File: src/rtl/imem_loader_if.sv
// Byte-stream input and instruction-memory write bus of the boot loader.
// The master modport is the loader side; slave is the source/memory side.
interface imem_loader_if;
  logic        in_valid;
  logic [7:0]  in_byte;
  logic        in_ready;
  logic        mem_we;
  logic [31:0] mem_addr;
  logic [31:0] mem_wdata;

  modport master (
    input  in_valid, in_byte,
    output in_ready, mem_we, mem_addr, mem_wdata
  );

  modport slave (
    output in_valid, in_byte,
    input  in_ready, mem_we, mem_addr, mem_wdata
  );
endinterface

File: src/rtl/imem_loader.sv
// Boot-time instruction-memory loader: assembles big-endian words from a byte
// stream, writes them at consecutive word addresses and holds the CPU until done.
module imem_loader #(
  parameter int ADDR_W  = 8,
  parameter int TIMEOUT = 1024
) (
  input  logic              clk,
  input  logic              clr,
  input  logic              start,
  input  logic [ADDR_W-1:0] base_addr,
  input  logic [ADDR_W:0]   word_count,
  imem_loader_if.master     bus,
  output logic              cpu_hold,
  output logic              busy,
  output logic              done,
  output logic              err
);

  localparam int CNT_W = $clog2(TIMEOUT + 1);
  localparam logic [CNT_W-1:0] TMO_LAST = CNT_W'(TIMEOUT - 1);

  typedef enum logic [2:0] {IDLE, RECV, WRITE, DONE, ERR} state_t;

  state_t            state, state_next;
  logic [ADDR_W-1:0] base_q, base_next;
  logic [ADDR_W:0]   count_q, count_next;
  logic [1:0]        byte_idx, byte_next;
  logic [ADDR_W-1:0] word_idx, word_next;
  logic [CNT_W-1:0]  tmo_cnt, tmo_next;
  logic [31:0]       asm_q, asm_next;
  logic [31:0]       addr_next, wdata_next;
  logic              in_ready_next, mem_we_next, cpu_hold_next;
  logic              busy_next, done_next, err_next;
  logic              handshake;
  logic [ADDR_W-1:0] word_addr;
  logic [ADDR_W:0]   word_inc;

  always_ff @(posedge clk) begin
    if (!clr) begin
      state         <= IDLE;
      base_q        <= '0;
      count_q       <= '0;
      byte_idx      <= '0;
      word_idx      <= '0;
      tmo_cnt       <= '0;
      asm_q         <= '0;
      bus.in_ready  <= 1'b0;
      bus.mem_we    <= 1'b0;
      bus.mem_addr  <= '0;
      bus.mem_wdata <= '0;
      cpu_hold      <= 1'b1;
      busy          <= 1'b0;
      done          <= 1'b0;
      err           <= 1'b0;
    end else begin
      state         <= state_next;
      base_q        <= base_next;
      count_q       <= count_next;
      byte_idx      <= byte_next;
      word_idx      <= word_next;
      tmo_cnt       <= tmo_next;
      asm_q         <= asm_next;
      bus.in_ready  <= in_ready_next;
      bus.mem_we    <= mem_we_next;
      bus.mem_addr  <= addr_next;
      bus.mem_wdata <= wdata_next;
      cpu_hold      <= cpu_hold_next;
      busy          <= busy_next;
      done          <= done_next;
      err           <= err_next;
    end
  end

  // Outputs are registered copies of decodes of the next state, so every
  // flag is valid in the same cycle the state it describes is entered.
  always_comb begin
    state_next = state;
    base_next  = base_q;
    count_next = count_q;
    byte_next  = byte_idx;
    word_next  = word_idx;
    tmo_next   = tmo_cnt;
    asm_next   = asm_q;
    addr_next  = bus.mem_addr;
    wdata_next = bus.mem_wdata;
    handshake  = bus.in_valid & bus.in_ready;
    word_addr  = base_q + word_idx;
    word_inc   = {1'b0, word_idx} + (ADDR_W + 1)'(1);

    case (state)
      IDLE, DONE, ERR: begin
        if (start) begin
          base_next  = base_addr;
          count_next = word_count;
          byte_next  = '0;
          word_next  = '0;
          tmo_next   = '0;
          asm_next   = '0;
          state_next = (word_count == '0) ? DONE : RECV;
        end
      end
      RECV: begin
        if (handshake) begin
          asm_next  = {asm_q[23:0], bus.in_byte};
          byte_next = byte_idx + 2'd1;
          tmo_next  = '0;
          if (byte_idx == 2'd3) begin
            state_next = WRITE;
            addr_next  = {{(30 - ADDR_W){1'b0}}, word_addr, 2'b00};
            wdata_next = {asm_q[23:0], bus.in_byte};
          end
        end else if (tmo_cnt == TMO_LAST) begin
          state_next = ERR;
        end else begin
          tmo_next = tmo_cnt + CNT_W'(1);
        end
      end
      WRITE: begin
        word_next  = word_idx + ADDR_W'(1);
        byte_next  = '0;
        state_next = (word_inc == count_q) ? DONE : RECV;
      end
      default: state_next = IDLE;
    endcase

    in_ready_next = (state_next == RECV);
    mem_we_next   = (state_next == WRITE);
    busy_next     = (state_next == RECV) || (state_next == WRITE);
    done_next     = (state_next == DONE);
    err_next      = (state_next == ERR);
    cpu_hold_next = (state_next != DONE);
  end

endmodule

File: src/flat_wrapper.sv
// flat-port wrapper written by rule: the top's interface ports become plain ports
module imem_loader_flat 
#(
  parameter int ADDR_W  = 8,
  parameter int TIMEOUT = 1024
)
  (clk, clr, start, base_addr, word_count, cpu_hold, busy, done, err, bus_in_valid, bus_in_byte, bus_in_ready, bus_mem_we, bus_mem_addr, bus_mem_wdata);
  imem_loader_if bus_i ();
  input  logic clk;
  input  logic clr;
  input  logic start;
  input  logic [ADDR_W-1:0] base_addr;
  input  logic [ADDR_W:0] word_count;
  output logic cpu_hold;
  output logic busy;
  output logic done;
  output logic err;
  input wire logic [$bits(bus_i.in_valid)-1:0] bus_in_valid;
  input wire logic [$bits(bus_i.in_byte)-1:0] bus_in_byte;
  output wire logic [$bits(bus_i.in_ready)-1:0] bus_in_ready;
  output wire logic [$bits(bus_i.mem_we)-1:0] bus_mem_we;
  output wire logic [$bits(bus_i.mem_addr)-1:0] bus_mem_addr;
  output wire logic [$bits(bus_i.mem_wdata)-1:0] bus_mem_wdata;
  assign bus_i.in_valid = bus_in_valid;
  assign bus_i.in_byte = bus_in_byte;
  assign bus_in_ready = bus_i.in_ready;
  assign bus_mem_we = bus_i.mem_we;
  assign bus_mem_addr = bus_i.mem_addr;
  assign bus_mem_wdata = bus_i.mem_wdata;
  imem_loader #(.ADDR_W(ADDR_W), .TIMEOUT(TIMEOUT)) u_core (.clk(clk), .clr(clr), .start(start), .base_addr(base_addr), .word_count(word_count), .bus(bus_i), .cpu_hold(cpu_hold), .busy(busy), .done(done), .err(err));
endmodule
File: config.mk
export PLATFORM = sky130hd
export DESIGN_NAME = imem_loader_flat
export DESIGN_NICKNAME = d
export VERILOG_FILES = /design/src/rtl/imem_loader_if.sv /design/src/rtl/imem_loader.sv /design/src/flat_wrapper.sv
export SDC_FILE = /design/constraint.sdc
export NUM_CORES = 1
export LEC_CHECK = 0
export BUFFER_PORTS_ARGS = -buffer_cell sky130_fd_sc_hd__buf_2
export CAP_MARGIN = 20
export CORE_MARGIN = 2
export CORE_UTILIZATION = 60
export CTS_BUF_LIST = sky130_fd_sc_hd__clkbuf_8
export DETAILED_ROUTE_END_ITERATION = 16
export GPL_TIMING_DRIVEN = 0
export PLACE_DENSITY = 0.86
export SYNTH_ARGS = -nofsm -noshare
export SYNTH_HDL_FRONTEND = slang
export SYNTH_SLANG_ARGS = --single-unit
File: constraint.sdc
create_clock -name clk -period 6.3 [get_ports clk]
set_input_delay 0.315 -clock clk [delete_from_list [all_inputs] [get_ports clk]]
set_output_delay 0.315 -clock clk [all_outputs]
set_load 0.1 [all_outputs]
==> key figures, run 1 <==
Worst setup path
  • Worst Setup Path Type: flop to flop
  • CP top delay family: compound AO/OA/AOI/OAI gates
  • CP dominant cell by count: o21ai_0
  • R2R Setup Slk: 3.82 ns
  • Cell at the slowest stage of the critical path: dfxtp_1
  • RR Endpoint: u_core.bus.mem_addr[8]
  • CP startpoint: u_core.word_idx[0]
  • Setup crit end kind: flop
  • CP bufs+invs: 1
  • Startpoint Class: flop
  • Critical path endpoint: u_core.bus.mem_addr[8]
  • Worst endpoint data arrival time: 2.80 ns
  • R2r worst-path depth: 9
  • Crit path max fanout: 7
  • Reg-to-reg critical path startpoint: u_core.word_idx[0]
  • Biggest cell delay along the critical path: 0.48 ns
  • Worst path required time: 6.62 ns
  • Stages on the worst setup path: 9
  • Worst-path cell chain: ha_1, inv_1, fa_1, nor2b_1, o21ai_0, a21boi_0, o21ai_0, a2111oi_2, a311o_1

Layout
  • Highest-count cells in the layout ignoring fill and taps: 111 x dfxtp_1, 95 x nand2_1, 79 x buf_2
  • Area Overhead vs Synth: 16.5%
  • Final Util: 0.721
  • Fin nets: 692
  • Post-layout instance area: 0.00557 mm²
  • Share of cells above drive strength 1: 0.207
  • N_diodes: 0
  • Final non-filler cell total: 759
  • Most common cell after layout, fill and taps aside: dfxtp_1

Yosys
  • Compound-Gate Fraction of Synth Area: 0.163
  • Synth Area in Adders: 0.0304
  • Number of flops mapped to enable cells by yosys: 0
  • Flop and latch count out of synthesis: 111
  • Main combinational cell family by area after synthesis: simple AND/OR/NAND/NOR gates
  • Post-Syn Instances: 544
  • Synth cell types: 60
  • Post-synth ARST share: 0
  • Main synth FF type: dfxtp_1
  • Synth Area in XOR/XNOR: 0.0403
  • Simple-Gate Fraction of Synth Area: 0.193
  • Yosys synthesis warning count: 0
  • Register area share after synthesis: 0.465
  • Synthesized area per cell: 8.79 µm²
  • Mux share of post-synthesis cell area: 0.0356
  • Synthesized area: 0.00478 mm²

Clocking
  • Post-CTS sizing: 0
  • H-tree Lvls: 3
  • Clock sink count: 111
  • Clock transition at the registers of the reported paths: 0.10 ns
  • Clk_lat worst skew: 0.38 ns
  • Bufs on Longest Clock Path: 2
  • Hold_buf cts: 0
  • CTS tree: yes
  • CTS Root Cell: clkbuf_8
  • Num CTS Buffers: 9
  • Post-CTS setup buffers: 0

STA
  • Slew HR: 0.559
  • Hold Slack: 0.166 ns
  • Final Cycle Share: 0.394
  • Worst-margin pin slew: 0.656 ns
  • Unrepaired setup endpoints after global routing: false
  • Min Tclk post-route: 2.48 ns
  • Worst setup margin: 3.82 ns
  • Pins over their slew limit: 0
  • Hold Vio Cnt, Final: 0
  • Clock Skews: 0.0125 ns
  • Final setup TNS: 0 ns
  • Max Freq: 403 MHz
  • Setup violations, final: 0

Detailed routing
  • Remaining antenna violation count: 0
  • Routed via count: 4152
  • Detailed Route WL: 10700 µm
  • DR DRC count: 0
  • WL per Instance: 14.1 µm
  • DRT iter0 DRCs: 189
  • Vias per cell: 5.47
  • TritonRoute pass-1 iters: 5

Floorplan
  • Die width: 93.3 µm
  • I/O Pins: 99
  • Core ar.: 0.00773 mm²
  • DIE AREA: 0.00870 mm²
  • Rows: 32
  • Die height: 93.3 µm
  • Starting density of the core: 0.619

Global routing
  • Grt ovf: 0
  • First-pass GRT wire length: 17700 µm
  • Gr usage total: 0.254
  • Vias in the first global route: 3885
  • Largest net degree at the start of global routing: 20
  • Initial antenna violation count: 0

Power
  • Final Power: 1.33 mW
  • PwrDens: 239 mW/mm²
  • Leakage Power: 2.37 nW
  • Maximum vdd ir drop: 0.000172 V

Flow run
  • Max cap viols: 0

Placement
  • Sum of net half-perimeters after detailed placement: 8090 µm
  • Number of port buffers: 74
  • Placed Instances: 743
  • Placed cell areas: 0.00537 mm²
  • Place WS: 3.92 ns
  • Placer Congestion: 0.962

Hold path
  • Hold Path Class: primary input to flop

Outcome
  • Status: completed
how the worst min path moves through the flow:
| stage | startpoint | end | cells after the start |
|---|---|---|---|
| after global routing | bus_in_byte[5] | u_core.asm_q[5] | 2 |
| after floorplan | u_core.tmo_cnt[10] | u_core.tmo_cnt[10] | 2 |
| after detailed placement | u_core.bus.mem_wdata[6] | u_core.bus.mem_wdata[6] | 2 |
| final | base_addr[4] | u_core.base_q[4] | 3 |
| after global placement | u_core.tmo_cnt[10] | u_core.tmo_cnt[10] | 2 |
| after CTS | base_addr[4] | u_core.base_q[4] | 3 |
layer usage:
layer	track usage	part of all wire	wire, µm	vias to the layer above
li1	-	-	-	2032
met1	0.316	0.42	4540	1963
met2	0.436	0.50	5330	136
met3	0.0653	0.059	628	21
met4	0.0711	0.019	199	0
met5	0	0	0	-
flip-flops by register name (all words and copies together), names as in the netlist:
| signal | cells |
|---|---|
| u_core.asm_q | 24 |
| u_core.base_q | 8 |
| u_core.bus.mem_addr | 8 |
| u_core.byte_idx | 2 |
| u_core.cpu_hold | 1 |
| u_core.count_q | 9 |
| u_core.bus.mem_we | 1 |
| u_core.bus.in_ready | 1 |
| u_core.word_idx | 8 |
| u_core.state | 3 |
| u_core.busy | 1 |
| u_core.tmo_cnt | 11 |
| u_core.done | 1 |
| u_core.err | 1 |
| u_core.bus.mem_wdata | 32 |
worst min-delay path, cell delays in order:
cell and delay, ns:
buf_2 0.07, mux2i_1 0.05, nor2_1 0.07
cells by family after synthesis:
| logic type | count (synthesis) |
|---|---|
| DFF | 111 |
| other | 1 |
| adders and majority gates | 11 |
| xor gates and xnor gates | 22 |
| AOI/OAI and AO/OA | 117 |
| and+or+nand+nor | 203 |
| muxes | 17 |
| buffers and inverters | 62 |
power breakdown:
part	total, mW	internal (mW)	switching (mW)
sequential	0.725	0.714	0.0111
clock	0.438	0.189	0.250
combinational	0.170	0.0465	0.123
total	1.33	0.949	0.384
Yosys cell counts (5+ instances only):
master | n | area [µm²]
nand2_1 | 95 | 357
ha_1 | 10 | 125
mux2i_1 | 17 | 170
clkbuf_1 | 20 | 75.1
dfxtp_1 | 111 | 2220
inv_1 | 9 | 33.8
buf_4 | 25 | 188
and2_1 | 5 | 31.3
nor3_1 | 5 | 25.0
xor2_1 | 9 | 78.8
nand3_1 | 17 | 85.1
xnor2_1 | 13 | 114
a21oi_1 | 55 | 275
o21ai_0 | 12 | 60.1
a22o_1 | 25 | 219
nor2_1 | 48 | 180
buf_2 | 5 | 25.0
cell type report:
class                   count  area [µm²]
well taps                 102         128
inverters                   9        33.8
multi-input cells         394        2300
clock buffers               9         124
fillers                   617        2160
flip-flops and latches    111        2220
plain buffers              53         314
clock inverters             7        78.8
repair buffers             74         370
(Power assumes the default switching activity.)
==> run 2, diff against run 1 <==
- ABC_AREA: unset -> 1
- CORE_UTILIZATION: 60 -> 51
- PLACE_DENSITY: 0.86 -> 0.78
- clock period: 6.3 -> 2.05 ns (I/O delays scaled with it)
==> run 2 against run 1 <==
  * Die area up 22%
  * Critical endpoint is now u_core.tmo_cnt[7]
  * Critical path type unchanged
  * Clock-buffer cell count up 1
  * Routed wire length is 9.1% higher
==> key figures, run 2 <==
Outcome
  • Status: completed

Yosys
  • Register area share after synthesis: 0.446 (-0.0187)
  • Synth cell types: 37 (-38%)
  • Yosys synthesis warning count: 0 (unchanged)
  • Most frequent cell after synthesis: dfxtp_1
  • Number of flops mapped to enable cells by yosys: 0 (unchanged)
  • Leading area contributor after synthesis: dfxtp_1
  • Commonest cells in the netlist: 111 x dfxtp_1, 87 x nor2_1, 86 x nand2_1, 77 x inv_1, 69 x o21ai_0
  • Synthesized area per cell: 7.58 µm² (-14%)
  • Flop and latch count out of synthesis: 111 (unchanged)
  • Top cell type's share of synthesized area: 0.446 (-0.0187)
  • Main synth FF type: dfxtp_1
  • Post-Syn Instances: 657 (+21%)
  • Post-synth ARST share: 0 (unchanged)
  • Ranking of synthesized cells by area: dfxtp_1 45%, o21ai_0 6.9%, nor2_1 6.6%
  • Synthesized area: 0.00498 mm² (+4.2%)

Floorplan
  • I/O Pins: 99 (unchanged)
  • Die height: 103 µm (+10%)
  • Die width: 103 µm (+10%)
  • Core ar.: 0.00964 mm² (+25%)
  • Rows: 36 (+13%)
  • DIE AREA: 0.0106 mm² (+22%)
  • Starting density of the core: 0.517 (-0.102)

Detailed routing
  • Vias per cell: 5.06 (-7.5%)
  • DRT iter0 DRCs: 214 (+13%)
  • WL per Instance: 12.8 µm (-9.3%)
  • Remaining antenna violation count: 0 (unchanged)
  • DR DRC count: 0 (unchanged)
  • Detailed Route WL: 11700 µm (+9.1%)
  • Routed via count: 4622 (+11%)
  • TritonRoute pass-1 iters: 7 (+2)

Global routing
  • Grt ovf: 0 (unchanged)
  • Largest net degree at the start of global routing: 20 (unchanged)
  • Gr usage total: 0.228 (-0.0262)
  • Vias in the first global route: 4243 (+9.2%)
  • First-pass GRT wire length: 18900 µm (+6.7%)
  • Initial antenna violation count: 0 (unchanged)

Hold path
  • Hold Path Class: primary input to flop
  • Hold_sp: bus_in_byte[0]

STA
  • Hold Slack: 0.0137 ns (-0.153 ns)
  • Final setup TNS: 0 ns (unchanged)
  • Clock Skews: 0.0174 ns (+0.00490 ns)
  • Slew HR: 0.650 (+0.0910)
  • Min Tclk post-route: 1.87 ns (-0.609 ns)
  • Unrepaired setup endpoints after global routing: false
  • Setup violations, final: 0 (unchanged)
  • Final Cycle Share: 0.913 (+0.519)
  • Worst-margin pin slew: 0.525 ns (-0.130 ns)
  • Pins over their slew limit: 0 (unchanged)
  • Hold Vio Cnt, Final: 0 (unchanged)
  • Max Freq: 534 MHz (+33%)

Layout
  • N_diodes: 0 (unchanged)
  • Largest register FFs: 32 (unchanged)
  • Fillcell total: 899 (+46%)
  • Post-layout instance area: 0.00593 mm² (+6.5%)
  • Share of cells above drive strength 1: 0.201 (-0.00572)
  • Most common cell after layout, fill and taps aside: dfxtp_1
  • Top reg by flops: u_core.bus.mem_wdata
  • Fin nets: 815 (+18%)
  • Biggest registers after layout: u_core.bus.mem_wdata x32, u_core.asm_q x24, u_core.tmo_cnt x11
  • Area of the multi-input gates: 0.00221 mm² (-3.9%)
  • Highest-count cells in the layout ignoring fill and taps: 110 x dfxtp_1, 87 x nor2_1, 86 x nand2_1
  • Register area: 0.00223 mm² (+0.17%)
  • Area Overhead vs Synth: 19.1%

Clocking
  • Clock transition at the registers of the reported paths: 0.11 ns (about the same)
  • Clk_lat worst skew: 0.38 ns (about the same)
  • Post-CTS setup buffers: 0 (unchanged)
  • H-tree Lvls: 3 (unchanged)
  • CTS tree: yes
  • CTS Root Cell: clkbuf_8
  • Bufs on Longest Clock Path: 2 (unchanged)
  • Clock sink count: 111 (unchanged)
  • Num CTS Buffers: 9 (unchanged)

Worst setup path
  • CP startpoint: u_core.tmo_cnt[0]
  • Crit path max fanout: 10 (+3)
  • Worst endpoint data arrival time: 2.14 ns (-0.66 ns)
  • Worst Setup Path Type: flop to flop
  • Reg-to-reg critical path startpoint: u_core.tmo_cnt[0]
  • Worst-path cell chain: ha_1, nand2_1, nor3_4, nand2_1, nor2_1, nand2_1, nand2_2, buf_6, o21ai_1, nor3b_2
  • CP dominant cell by count: nand2_1
  • Startpoint Class: flop
  • Biggest cell delay along the critical path: 0.38 ns (-0.10 ns)
  • Worst path required time: 2.32 ns (-4.30 ns)
  • Cell at the slowest stage of the critical path: dfxtp_1
  • Setup crit end kind: flop

Power
  • PwrDens: 715 mW/mm² (+200%)
  • Final Power: 4.24 mW (+220%)
  • Leakage Power: 2.67 nW (+13%)
  • Maximum vdd ir drop: 0.000343 V (+99%)

Placement
  • Number of port buffers: 73 (-1.4%)
  • Placer Congestion: 0.935 (-2.9%)
  • Placed cell areas: 0.00560 mm² (+4.4%)
  • Sum of net half-perimeters after detailed placement: 8580 µm (+6.0%)

Flow run
  • Max cap viols: 0 (unchanged)
[run 2: cell count changes after synthesis, moves of 15 or more]
cell	change
a211oi_1	+15
inv_1	+68
nor2_1	+39
mux2i_1	-17
a22o_1	-25
nand4_1	+30
o21ai_0	+57
[run 2: cell type report]
cell class                      instances  area share
Multi-Input combinational cell        432       0.372
Tap cell                              133      0.0280
Inverter                               82      0.0519
Buffer                                 55      0.0567
Sequential cell                       111       0.375
Timing Repair Buffer                   84      0.0801
Clock inverter                          6      0.0127
Clock buffer                           10      0.0232
[run 2: where the power goes]
group          internal, mW  switching (mW)  total [mW]  leakage (nW)
clock                 0.616           0.769        1.39         0.105
sequential             2.20          0.0258        2.23         0.900
combinational         0.163           0.467       0.630          1.67
total                  2.98            1.26        4.24          2.67
[run 2: through the flow]
step,setup WS (ns),utilization,cells
detailed placement,-0.0812,0.581,886
finish,0.178,0.616,913
global route,0.00584,0.616,913
CTS,0.0937,0.615,913
global placement,-0.0159,0.581,886
floorplan,0.000562,-,680
[run 2: worst paths after layout]
check             slack (ns)  depth (start not counted)                       end
setup / recovery        0.18                         10         u_core.tmo_cnt[7]
hold / removal          0.01                          3           u_core.asm_q[0]
setup reg to reg        0.18                         10         u_core.tmo_cnt[7]
hold reg to reg         0.45                          2  u_core.bus.mem_wdata[27]
[run 2: what timing repair did]
item / in CTS / in global routing
hold buffers: 11 / 0
gates resized for setup: 2 / 3
setup endpoints to repair: 1 / 1
hold endpoints to repair: 12 / 0
[run 2: logic make-up (layout without fill, tap and decap cells)]
family / after synthesis / count (layout) / share of synthesized area
other: 1 / 24 / 0.000753
AO/OA/AOI/OAI: 140 / 140 / 0.156
flip-flops: 111 / 111 / 0.446
adder cells (fa/ha/maj): 11 / 11 / 0.0291
XOR/XNOR: 6 / 6 / 0.0105
AND/OR/NAND/NOR: 251 / 251 / 0.228
buffers and inverters: 137 / 237 / 0.129
[run 2: critical path, delay by kind of cell, from the launching register on]
family | cells | cell delay, ns
AO/OA/AOI/OAI | 1 | 0.06
adder cells (fa/ha/maj) | 1 | 0.21
buffers and inverters | 1 | 0.14
flip-flops | 1 | 0.38
AND/OR/NAND/NOR | 7 | 0.95
[run 2: metal layers]
metal	up-vias	track usage	part of all wire
met3	14	0.0393	0.059
met1	2101	0.287	0.44
met4	0	0.0800	0.016
met2	166	0.395	0.49
li1	2341	-	-
met5	-	0	0
